==> config.mk <==
export PLATFORM = sky130hd
export DESIGN_NAME = ps2_key_decoder
export DESIGN_NICKNAME = d
export VERILOG_FILES = /design/src/rtl/ps2_pkg.sv /design/src/rtl/ps2_sync_edge.sv /design/src/rtl/ps2_key_decoder.sv
export SDC_FILE = /design/constraint.sdc
export NUM_CORES = 1
export LEC_CHECK = 0
export CAP_MARGIN = 30
export CORE_ASPECT_RATIO = 0.9
export CORE_MARGIN = 8
export CORE_UTILIZATION = 39
export CTS_CLUSTER_DIAMETER = 50
export DETAILED_ROUTE_END_ITERATION = 8
export DONT_BUFFER_PORTS = 1
export GPL_ROUTABILITY_DRIVEN = 0
export HOLD_SLACK_MARGIN = 0.05
export PLACE_DENSITY_LB_ADDON = 0.08
export SLEW_MARGIN = 10
export SYNTH_ARGS = -nofsm -noshare
export SYNTH_HDL_FRONTEND = slang
export SYNTH_SLANG_ARGS = --single-unit
==> constraint.sdc <==
create_clock -name clk -period 2.6 [get_ports clk]
set_clock_uncertainty 0.2 [all_clocks]
set_input_delay 0.26 -clock clk [delete_from_list [all_inputs] [get_ports clk]]
set_output_delay 0.26 -clock clk [all_outputs]
set_load 0.01 [all_outputs]
==> src/rtl/ps2_pkg.sv <==
// Shared PS/2 receive types: FSM states, scancode constants, key indices and the scancode-to-key lookup.
package ps2_pkg;

    typedef enum logic [1:0] {
        ST_IDLE,
        ST_DATA,
        ST_PARITY,
        ST_STOP
    } ps2_state_e;

    localparam logic [7:0] SC_EXT   = 8'hE0;
    localparam logic [7:0] SC_BRK   = 8'hF0;
    localparam logic [7:0] SC_W     = 8'h1D;
    localparam logic [7:0] SC_S     = 8'h1B;
    localparam logic [7:0] SC_A     = 8'h1C;
    localparam logic [7:0] SC_D     = 8'h23;
    localparam logic [7:0] SC_UP    = 8'h75;
    localparam logic [7:0] SC_DOWN  = 8'h72;
    localparam logic [7:0] SC_LEFT  = 8'h6B;
    localparam logic [7:0] SC_RIGHT = 8'h74;

    typedef enum logic [2:0] {
        KEY_P1_UP,
        KEY_P1_DOWN,
        KEY_P1_LEFT,
        KEY_P1_RIGHT,
        KEY_P2_UP,
        KEY_P2_DOWN,
        KEY_P2_LEFT,
        KEY_P2_RIGHT
    } key_idx_e;

    typedef struct packed {
        logic     hit;
        key_idx_e idx;
    } key_map_t;

    // Arrow codes only count with the E0 prefix; bare they are keypad keys.
    function automatic key_map_t lookup_key(input logic [7:0] code, input logic ext);
        key_map_t m;
        m.hit = 1'b1;
        m.idx = KEY_P1_UP;
        if (!ext) begin
            case (code)
                SC_W:    m.idx = KEY_P1_UP;
                SC_S:    m.idx = KEY_P1_DOWN;
                SC_A:    m.idx = KEY_P1_LEFT;
                SC_D:    m.idx = KEY_P1_RIGHT;
                default: m.hit = 1'b0;
            endcase
        end else begin
            case (code)
                SC_UP:    m.idx = KEY_P2_UP;
                SC_DOWN:  m.idx = KEY_P2_DOWN;
                SC_LEFT:  m.idx = KEY_P2_LEFT;
                SC_RIGHT: m.idx = KEY_P2_RIGHT;
                default:  m.hit = 1'b0;
            endcase
        end
        return m;
    endfunction

endpackage

==> src/rtl/ps2_sync_edge.sv <==
// Two-flop synchronizer for one asynchronous PS/2 line plus a falling-edge detector.
// Latency: level valid 2 cycles after the pin; fall pulses one cycle with the synchronized 1->0.
module ps2_sync_edge (
    input  logic clk,
    input  logic reset,
    input  logic line_in,
    output logic level,
    output logic fall
);

    logic meta_q, meta_d;
    logic sync_q, sync_d;
    logic prev_q, prev_d;

    always_comb begin
        meta_d = line_in;
        sync_d = meta_q;
        prev_d = sync_q;
    end

    // Idle PS/2 lines are high, so reset to 1 keeps reset release from faking an edge.
    always_ff @(posedge clk) begin
        if (reset) begin
            meta_q <= 1'b1;
            sync_q <= 1'b1;
            prev_q <= 1'b1;
        end else begin
            meta_q <= meta_d;
            sync_q <= sync_d;
            prev_q <= prev_d;
        end
    end

    assign level = sync_q;
    assign fall  = prev_q & ~sync_q;

endmodule

==> src/rtl/ps2_key_decoder.sv <==
// PS/2 keyboard receiver decoding WASD and arrow keys into held-key levels; results appear one cycle after the stop edge.
// Optional PS2_WATCHDOG_EN: abandons a stalled frame after TIMEOUT_CYCLES cycles without a PS/2 clock edge.
module ps2_key_decoder
    import ps2_pkg::*;
#(
    parameter int TIMEOUT_CYCLES = 100000
) (
    input  logic       clk,
    input  logic       reset,
    input  logic       ps2_clk,
    input  logic       ps2_data,
    output logic       p1_up,
    output logic       p1_down,
    output logic       p1_left,
    output logic       p1_right,
    output logic       p2_up,
    output logic       p2_down,
    output logic       p2_left,
    output logic       p2_right,
    output logic       scan_valid,
    output logic [7:0] scan_code,
    output logic       frame_err
);

    if (TIMEOUT_CYCLES < 2) begin : g_bad_timeout
        $error("TIMEOUT_CYCLES must be at least 2");
    end

    logic clk_fall, clk_level_unused;
    logic data_lvl, data_fall_unused;

    ps2_sync_edge u_sync_clk (
        .clk     (clk),
        .reset   (reset),
        .line_in (ps2_clk),
        .level   (clk_level_unused),
        .fall    (clk_fall)
    );

    ps2_sync_edge u_sync_data (
        .clk     (clk),
        .reset   (reset),
        .line_in (ps2_data),
        .level   (data_lvl),
        .fall    (data_fall_unused)
    );

    ps2_state_e  state_q, state_d;
    logic [2:0]  bit_cnt_q, bit_cnt_d;
    logic [7:0]  shift_q, shift_d;
    logic        parity_q, parity_d;
    logic        ext_q, ext_d;
    logic        brk_q, brk_d;
    logic [7:0]  keys_q, keys_d;
    logic [7:0]  scan_code_q, scan_code_d;
    logic        scan_valid_q, scan_valid_d;
    logic        frame_err_q, frame_err_d;
    key_map_t    map;

`ifdef PS2_WATCHDOG_EN
    localparam int WD_W = $clog2(TIMEOUT_CYCLES + 1);
    logic [WD_W-1:0] wd_q, wd_d;
`endif

    always_comb begin
        state_d      = state_q;
        bit_cnt_d    = bit_cnt_q;
        shift_d      = shift_q;
        parity_d     = parity_q;
        ext_d        = ext_q;
        brk_d        = brk_q;
        keys_d       = keys_q;
        scan_code_d  = scan_code_q;
        scan_valid_d = 1'b0;
        frame_err_d  = 1'b0;
        map          = lookup_key(shift_q, ext_q);

        if (clk_fall) begin
            case (state_q)
                ST_IDLE: begin
                    if (!data_lvl) begin
                        state_d   = ST_DATA;
                        bit_cnt_d = 3'd0;
                    end
                end
                ST_DATA: begin
                    shift_d   = {data_lvl, shift_q[7:1]};
                    bit_cnt_d = bit_cnt_q + 3'd1;
                    if (bit_cnt_q == 3'd7) begin
                        state_d = ST_PARITY;
                    end
                end
                ST_PARITY: begin
                    parity_d = data_lvl;
                    state_d  = ST_STOP;
                end
                default: begin
                    state_d = ST_IDLE;
                    if (data_lvl && (^{shift_q, parity_q})) begin
                        scan_valid_d = 1'b1;
                        scan_code_d  = shift_q;
                        if (shift_q == SC_EXT) begin
                            ext_d = 1'b1;
                        end else if (shift_q == SC_BRK) begin
                            brk_d = 1'b1;
                        end else begin
                            if (map.hit) begin
                                keys_d[map.idx] = ~brk_q;
                            end
                            ext_d = 1'b0;
                            brk_d = 1'b0;
                        end
                    end else begin
                        frame_err_d = 1'b1;
                        ext_d       = 1'b0;
                        brk_d       = 1'b0;
                    end
                end
            endcase
        end

`ifdef PS2_WATCHDOG_EN
        wd_d = '0;
        if (state_q != ST_IDLE && !clk_fall) begin
            if (wd_q == WD_W'(TIMEOUT_CYCLES - 1)) begin
                state_d     = ST_IDLE;
                frame_err_d = 1'b1;
                ext_d       = 1'b0;
                brk_d       = 1'b0;
            end else begin
                wd_d = wd_q + 1'b1;
            end
        end
`endif
    end

    always_ff @(posedge clk) begin
        if (reset) begin
            state_q      <= ST_IDLE;
            bit_cnt_q    <= 3'd0;
            shift_q      <= 8'h00;
            parity_q     <= 1'b0;
            ext_q        <= 1'b0;
            brk_q        <= 1'b0;
            keys_q       <= 8'h00;
            scan_code_q  <= 8'h00;
            scan_valid_q <= 1'b0;
            frame_err_q  <= 1'b0;
`ifdef PS2_WATCHDOG_EN
            wd_q         <= '0;
`endif
        end else begin
            state_q      <= state_d;
            bit_cnt_q    <= bit_cnt_d;
            shift_q      <= shift_d;
            parity_q     <= parity_d;
            ext_q        <= ext_d;
            brk_q        <= brk_d;
            keys_q       <= keys_d;
            scan_code_q  <= scan_code_d;
            scan_valid_q <= scan_valid_d;
            frame_err_q  <= frame_err_d;
`ifdef PS2_WATCHDOG_EN
            wd_q         <= wd_d;
`endif
        end
    end

    assign p1_up      = keys_q[KEY_P1_UP];
    assign p1_down    = keys_q[KEY_P1_DOWN];
    assign p1_left    = keys_q[KEY_P1_LEFT];
    assign p1_right   = keys_q[KEY_P1_RIGHT];
    assign p2_up      = keys_q[KEY_P2_UP];
    assign p2_down    = keys_q[KEY_P2_DOWN];
    assign p2_left    = keys_q[KEY_P2_LEFT];
    assign p2_right   = keys_q[KEY_P2_RIGHT];
    assign scan_valid = scan_valid_q;
    assign scan_code  = scan_code_q;
    assign frame_err  = frame_err_q;

endmodule

After elaboration in Yosys (flattened, before gate mapping)
Cells that the tools add are included.

Flip-flop bits (word level): 39. Output and inout bits: 18. Word-level logic and storage cells: 80.

$add $sub $neg: 1. $lt $le $gt $ge: 2. Equality and inequality tests: 17. Muxes and demuxes: 21. Bitwise gates (word level): 7. Reduce and logical (&&, ||, !) cells: 17.

Operator list (count): == test 8 x 7 -> 1 bit (second input constant) (4); == test 8 x 5 -> 1 bit (second input constant) (3); == test 8 bit (second input constant) (2); AND reduction 3 bit (5); case mux 2 bit (3 select lines) (2); case mux 3 bit (4 select lines) (1); 2-to-1 mux 1 bit (11); parity 9 bit (1); bitwise mux 8 bit (1); == test 8 x 6 -> 1 bit (second input constant) (1); OR reduction 4 bit (2); != test 2 bit (second input constant) (3); NOT 1 bit (6); case mux 3 bit (2 select lines) (1); AND reduction 6 bit (1); OR reduction 5 bit (1); less-than comparator 3 x 4 -> 1 bit (second input constant) (1); 2-to-1 mux 2 bit (2); 2-to-1 mux 4 bit (1); AND reduction 2 bit (2); adder 3 x 1 -> 3 bit (second input constant) (1); demux 1 bit (select 3 bit) (1); == test 3 bit (second input constant) (1); greater-or-equal comparator 3 x 1 -> 1 bit (second input constant) (1); other kinds (9) (10).

Longest topological paths before layout
Gate-level depths: netlist of the first run.

Word-level depth: 9. Mapped depth: 7.

By module
Synthesis of the first run repeated with hierarchy kept, for this count alone.

Cell total of the unflattened synthesis: 218. Area total of the unflattened synthesis: 1895.6 µm².

By module, submodules not included: ps2_key_decoder (instances 1, cells each 204, area an instance 1725.4 µm², seq. area each 680.7 µm²); ps2_sync_edge (instances 2, cells each 7, area an instance 85.1 µm², seq. area each 60.1 µm²).

Worst setup path before layout of the first run
Ideal clock, no wire load.

Path kind: flip-flop to flip-flop. Start point: register shift_q[2]. End point: register keys_q[2]. Library setup time: 0.070 ns. Arrival: 2.075 ns. Required time: 2.330 ns. Setup slack: 0.254 ns. Cell stages (with the launch flop): 7. Buffers on the path: 1. Period minus slack after synthesis: 2.346 ns. Path through: dfxtp_1 > buf_6 > or3b_4 > or4_1 > a211o_1 > or4_1 > a21oi_1.

Cells in the longest elaborated chain, start to end: 8.

RTL lines: from (decl) (RTL line ps2_key_decoder.sv:50) `logic [7:0] shift_q, shift_d;`; from (signal assigned) (RTL line ps2_key_decoder.sv:155) `shift_q <= shift_d;`; == test 8 x 7 -> 1 bit (tied with other cells) (RTL line ps2_pkg.sv:52) `case (code)`; case mux 3 bit (4 select lines) / case mux 2 bit (3 select lines) (equally long branches) (RTL line ps2_pkg.sv:52, ps2_pkg.sv:44); 2-to-1 mux 4 bit (RTL line ps2_pkg.sv:43) `if (!ext) begin`; less-than comparator 3 x 4 -> 1 bit (implied by the code) / greater-or-equal comparator 3 x 1 -> 1 bit (equally long branches) (RTL line ps2_key_decoder.sv:108) `keys_d[map.idx] = ~brk_q;`; logical AND 1 bit (implied by the code) (RTL line ps2_key_decoder.sv:108); 2-to-1 mux 1 bit (implied by the code) (RTL line ps2_key_decoder.sv:108); demux 1 bit (select 3 bit) (RTL line ps2_key_decoder.sv:108); bitwise mux 8 bit (RTL line ps2_key_decoder.sv:108); to (signal assigned) (RTL line ps2_key_decoder.sv:159) `keys_q <= keys_d;`; to (decl) (RTL line ps2_key_decoder.sv:54) `logic [7:0] keys_q, keys_d;`.

Several ways; a longest one is shown, not always the timed one. A chain may end at the register's enable or synchronous reset.

Worst setup path after layout of the first run
Start point: register shift_q[2]. End point: register keys_q[4].

The elaborated chain is that of the path after synthesis.

==> out/qor.txt, run 1 <==
Outcome -> finished clean
Core Util, Final -> 46.0%
Async SR Flop Fraction -> 0%
Initial core utilization -> 40.2%
Area contributors post-synth -> dfxtp_1 40%, mux2i_1 8.2%, nor2_1 5.8%
Yosys warnings -> 0
Cells after Synth -> 209
Worst vdd ir -> 0.000308 V
Post-Syn Area -> 1940 um2
DRT Pass-1 Iters -> 4
Hold Path Class -> flip-flop to flip-flop
Die area -> 7500 um2
Routed len/inst -> 14.9 um
RSZ-0062 raised after global routing -> false
Post-route setup TNS -> 0 ns
Sequential area share after synthesis -> 40.2%
DRC viols -> 0
GR Overflow Total -> 0
# rows -> 24
Num CTS Buffers -> 5
Setup crit end kind -> flip-flop
Antenna violations before repair -> 0
Leading cell type in the layout, fill and taps excluded -> dfxtp_1
Global-route wire length before repair -> 7090 um
Core region area -> 4830 um2
Mapped Nets -> 219
Maxcap violations -> 0
Startpoint Class -> flip-flop
Worst Max-Slew Pin Slew -> 0.561 ns
Placed instance area -> 2040 um2
Number of diodes -> 0
Clock sinks -> 39
Post-Place Worst Slack -> 0.119 ns
Yosys reg bits -> 39
Most frequent cells in the layout -> 39 x dfxtp_1, 30 x nor2_1, 16 x mux2i_1, 13 x a21oi_1, 12 x buf_4
Final HPWL DP -> 3120 um
Synth area leader -> dfxtp_1
Vias in the first global route -> 1464
Leakage -> 0.000898 uW
Antenna viol nets, final -> 0
Minimum clock period -> 2.49 ns
Fin area -> 2220 um2
Post-DR vias/cell -> 5.39
Final Hold Fails -> 0
Critical Path AT -> 2.47 ns
Gr usage total -> 11.4%
Clock transition at the registers of the reported paths -> 0.08 ns
Worst-Skew Late Latency -> 0.28 ns
Layout cells sized above 1 -> 15.9%
PortBufs -> 0
Clock buffer depth -> 2
Final Max Slew Viols -> 0
Detailed-route wire length -> 4250 um
Final period utilization -> 95.6%
Smallest hold slack -> 0.217 ns
Setup Fix Bufs, Post-CTS -> 0
DRT iter0 DRCs -> 56
Post-Syn Area per Cell -> 9.29 um2
Nets -> 229
H-tree Lvls -> 2
PD cells -> 523 nW/um2
Crit path max fanout -> 5
Slew Limit Headroom -> 62.3%
Clk root buf -> clkbuf_8
Die Width -> 90.4 um
Total number of vias -> 1537
Worst setup path category -> flip-flop to flip-flop
Setup ws final -> 0.114 ns
Fmax -> 402 MHz
Number of distinct library cells after synthesis -> 46
EDFF count, synth -> 0
# IOs -> 22
Synth top area share -> 40.2%
Most used flip-flop cell after synthesis -> dfxtp_1
Final setup fails -> 0
CTS tree -> done
WP data required -> 2.58 ns
Area Growth Syn to Fin -> 14.4%
Die H -> 82.9 um
Largest net degree at the start of global routing -> 39
==> cells by family after synthesis <==
logic type / Yosys count / synth area share, %
flops: 39 / 40.2
fa+ha+maj: 6 / 3.87
simple gates: 83 / 23.7
compound gates: 32 / 10.6
mux: 19 / 9.99
buf+inv: 21 / 5.09
xor+xnor: 9 / 6.57
==> what timing repair did <==
| item | 4_1_cts | 5_1_grt |
|---|---|---|
| hold endpoints to repair | 37 | 0 |
| hold buffers | 4 | 0 |
| gates resized for setup | 0 | 1 |
| setup endpoints to repair | 0 | 1 |
==> through the flow <==
stage          power (uW)  std cells
2_1_floorplan         631        209
3_3_place_gp          627        273
3_5_place_dp          628        273
4_1_cts              1180        285
5_1_grt              1210        285
6_report             1160        285
==> power breakdown <==
part           switching, uW  internal [uW]
combinational           15.4           11.8
clock                    217            316
sequential              1.59            600
==> state kept, by name (all words and copies together), names as in the netlist <==
signal,count
brk_q,1
scan_code,8
scan_valid,1
shift_q,8
u_sync_data.meta_q,1
ext_q,1
u_sync_data.level,1
parity_q,1
state_q,2
keys_q,8
bit_cnt_q,3
frame_err,1
u_sync_clk.meta_q,1
u_sync_clk.prev_q,1
u_sync_clk.level,1
==> synthesized netlist by cell type (4+ instances only) <==
cell type / number
dfxtp_1: 39
nor2_1: 30
mux2i_1: 16
a21oi_1: 13
nand2_1: 9
inv_1: 8
clkbuf_1: 6
ha_1: 6
or2_2: 6
o31ai_1: 5
or3_1: 5
buf_2: 4
nor2b_1: 4
nor3_1: 4
o21ai_0: 4
or4_1: 4
xnor2_1: 4
==> layout make-up <==
| type | count | area [um2] |
|---|---|---|
| clock buffer | 6 | 82.6 |
| clock inverter | 2 | 38.8 |
| fill | 471 | 2610 |
| inverter | 8 | 30.0 |
| multi-input combinational | 149 | 1070 |
| sequential | 39 | 781 |
| tap | 65 | 81.3 |
| timing repair buffer | 16 | 140 |
==> path summary, 6_finish.rpt <==
check | startpoint | to | slack (ns) | depth (start not counted)
setup reg to reg | shift_q[2]$_SDFFE_PP0P_ | keys_q[4]$_SDFFE_PP0P_ | 0.11 | 6
hold reg to reg | u_sync_data.meta_q$_SDFF_PP1_ | u_sync_data.level$_SDFF_PP1_ | 0.22 | 1
hold / removal | u_sync_data.meta_q$_SDFF_PP1_ | u_sync_data.level$_SDFF_PP1_ | 0.22 | 1
setup / recovery | shift_q[2]$_SDFFE_PP0P_ | keys_q[4]$_SDFFE_PP0P_ | 0.11 | 6
==> routing by layer <==
metal / routed length [um] / vias to the layer above / global-route usage, %
met3: 208 / 4 / 3.69
met1: 1910 / 756 / 13.0
met4: 36 / 0 / 3.93
met5: 0 / - / 0
li1: - / 753 / -
met2: 2090 / 24 / 19.4
==> critical path, stage by stage, from the launching register on <==
cell,delay (ns)
dfxtp_1,0.36
buf_4,0.16
xnor2_1,0.47
o31ai_1,0.24
o21bai_1,0.20
nor4_1,0.37
mux2_2,0.39
No activity file was read; power rests on OpenSTA's default activity.
==> run 2: changes to the inputs <==
--- a/config.mk
+++ b/config.mk
@@ -13,9 +13,12 @@
 export DETAILED_ROUTE_END_ITERATION = 8
 export DONT_BUFFER_PORTS = 1
 export GPL_ROUTABILITY_DRIVEN = 0
+export GPL_TIMING_DRIVEN = 0
 export HOLD_SLACK_MARGIN = 0.05
 export PLACE_DENSITY_LB_ADDON = 0.08
+export SKIP_LAST_GASP = 1
 export SLEW_MARGIN = 10
 export SYNTH_ARGS = -nofsm -noshare
 export SYNTH_HDL_FRONTEND = slang
+export SYNTH_HIERARCHICAL = 1
 export SYNTH_SLANG_ARGS = --single-unit
==> run 2 against run 1 <==
  * Combinational power increased by 4%
  * Clock-buffer cell count shrank 1
  * Area after synthesis fell by 4.1%
  * Utilization is 1.6 points lower
  * Non-clock buffer count is 4 higher
  * Clock power decreased by 8.1%
  * Register-to-register slack improved by 0.14 ns
  * Via count down 2.5%
  * Sequential power barely moved
  * Global-route usage is 1.1 points higher
  * First-iteration DRC count is 25% lower
  * Critical endpoint is now state_q[0]$_SDFFE_PP0P_
==> out/qor.txt, run 2 <==
Outcome -> finished clean
Crit path max fanout -> 8 (+3)
Fmax -> 426 MHz (+6.0%)
Final period utilization -> 90.2% (-5.4 points)
Final setup fails -> 0 (unchanged)
Final cell count without fillers -> 291 (+2.1%)
Post-Syn Area per Cell -> 8.67 um2 (-6.7%)
Initial core utilization -> 39.5% (-0.65 points)
Worst-Skew Late Latency -> 0.29 ns (about the same)
Die area -> 7250 um2 (-3.3%)
Most frequent cells in the layout -> 39 x dfxtp_1, 34 x nand2_1, 22 x a21oi_1, 13 x nor2_1
Final HPWL DP -> 3060 um (-1.9%)
Total number of vias -> 1498 (-2.5%)
Hold-fix buffers, CTS -> 4 (unchanged)
Vias in the first global route -> 1474 (+0.68%)
Antenna violations before repair -> 0 (unchanged)
Hold Startpoint -> u_sync_clk/meta_q$_SDFF_PP1_
Worst Reg2Reg Path Length in Cells -> 6 (unchanged)
Internal -> 892 uW (-3.9%)
WP data required -> 2.62 ns (+0.04 ns)
GRT busiest layer -> met2
Detailed-route wire length -> 4270 um (+0.54%)
RSZ-0062 raised after global routing -> false
Sequential Area -> 781 um2 (unchanged)
Area of the multi-input gates -> 986 um2 (-7.7%)
Gate power share -> 2.5% (+0.2 points)
Number of diodes -> 0 (unchanged)
PortBufs -> 0 (unchanged)
Psw -> 229 uW (-2.2%)
Die Width -> 88.9 um (-1.7%)
Worst setup path category -> flip-flop to flip-flop
M1 GR Usage -> 14.5% (+1.5 points)
Setup crit end kind -> flip-flop
Antenna viol nets, final -> 0 (unchanged)
Startpoint Class -> flip-flop
Die H -> 81.6 um (-1.7%)
Hold Path Class -> flip-flop to flip-flop
# IOs -> 22 (unchanged)
Gr usage total -> 12.5% (+1.1 points)
Mapped Nets -> 225 (+2.7%)
Clk root buf -> clkbuf_8
Num CTS Buffers -> 5 (unchanged)
Slew Limit Headroom -> 63.7% (+1.3 points)
DRT iter0 DRCs -> 42 (-25%)
DP Cell Count -> 280 (+2.6%)
FF-to-FF Start -> u_sync_clk/prev_q$_SDFF_PP1_
DRT Pass-1 Iters -> 4 (unchanged)
Post-CTS Resized -> 0 (unchanged)
Reg power frac -> 53.7% (+1.9 points)
Post-Syn Area -> 1860 um2 (-4.1%)
Critical Path AT -> 2.36 ns (-0.11 ns)
Cells after Synth -> 215 (+2.9%)
Clock sinks -> 39 (unchanged)
Leading cell type in the layout, fill and taps excluded -> dfxtp_1
Post-route setup TNS -> 0 ns (unchanged)
Global-route wire length before repair -> 7030 um (-0.78%)
Largest net degree at the start of global routing -> 13 (-67%)
DRC viols -> 0 (unchanged)
Yosys warnings -> 6 (+6)
Final Hold Fails -> 0 (unchanged)
Sw Ratio -> 20.5% (+0.29 points)
Final Max Slew Viols -> 0 (unchanged)
Fillers -> 477 (+1.3%)
Reg-to-reg setup timing slack -> 0.25 ns (+0.14 ns)
Area Growth Syn to Fin -> 12.2%
Met3 usage -> 3.90% (+0.21 points)
Core region area -> 4710 um2 (-2.5%)
Clock transition at the registers of the reported paths -> 0.07 ns (about the same)
Setup Fix Bufs, Post-CTS -> 0 (unchanged)
CTS tree -> done
Hold path depth -> 1 (unchanged)
Maxcap violations -> 0 (unchanged)
Worst Max-Slew Pin Slew -> 0.540 ns (-0.0208 ns)
Post-DR vias/cell -> 5.15 (-4.5%)
H-tree Lvls -> 2 (unchanged)
GR Overflow Total -> 0 (unchanged)
Nets -> 236 (+3.1%)
Layout cells sized above 1 -> 7.52% (-8.4 points)
GRT met2 Usage -> 20.6% (+1.2 points)
CP startpoint -> u_sync_clk/prev_q$_SDFF_PP1_
Clock buffer depth -> 2 (unchanged)
# rows -> 24 (unchanged)
Clock share of power -> 43.7% (-2.2 points)
Minimum clock period -> 2.35 ns (-0.140 ns)
Worst vdd ir -> 0.000250 V (-19%)
Routed len/inst -> 14.7 um (-1.5%)
Leakage -> 0.000698 uW (-22%)
PD cells -> 536 nW/um2 (+2.5%)
run 2: power groups by stage:
stage	Combinational, uW	Sequential, uW	Clock (uW)
after floorplan	16.8	616	0
after global placement	22.0	616	0
after detailed placement	22.7	616	0
after CTS	28.8	602	506
after global routing	32.3	603	536
final	28.4	602	490
run 2: worst paths after layout:
kind	end
worst max register to register	state_q[0]$_SDFFE_PP0P_
worst min-delay path	u_sync_clk/level$_SDFF_PP1_
worst min register to register	u_sync_clk/level$_SDFF_PP1_
worst max-delay path	state_q[0]$_SDFFE_PP0P_
run 2: layout make-up:
class / instances / share of cell area (%)
buffer: 16 / 3.71
timing repair buffer: 4 / 1.92
inverter: 5 / 0.898
sequential: 39 / 37.3
multi-input combinational: 155 / 47.2
tap: 65 / 3.89
clock inverter: 2 / 1.80
clock buffer: 5 / 3.29
run 2: critical path, cell delays in order (launching register included):
cell and delay, ns:
dfxtp_1 0.30, nor2b_1 0.11, clkbuf_1 0.28, a21boi_0 0.51, o21ai_0 0.32, or3_1 0.41, a21oi_1 0.14
run 2: through the flow:
stage	utilization (%)	total power, uW	hold WS, ns	cell area [um2]	setup WS [ns]
6_report	44.3	1120	0.209	2090	0.254
5_1_grt	44.3	1170	0.240	2090	0.00237
4_1_cts	44.3	1140	0.211	2090	0.316
3_5_place_dp	41.2	639	0.160	1940	0.335
3_3_place_gp	41.2	638	0.158	1940	0.398
2_1_floorplan	-	633	0.157	1860	0.562
run 2: layer usage:
layer | share of wire [%] | vias up
met5 | 0 | -
met4 | 1.2 | 0
met3 | 5.0 | 4
met2 | 48 | 24
met1 | 46 | 703
li1 | - | 767
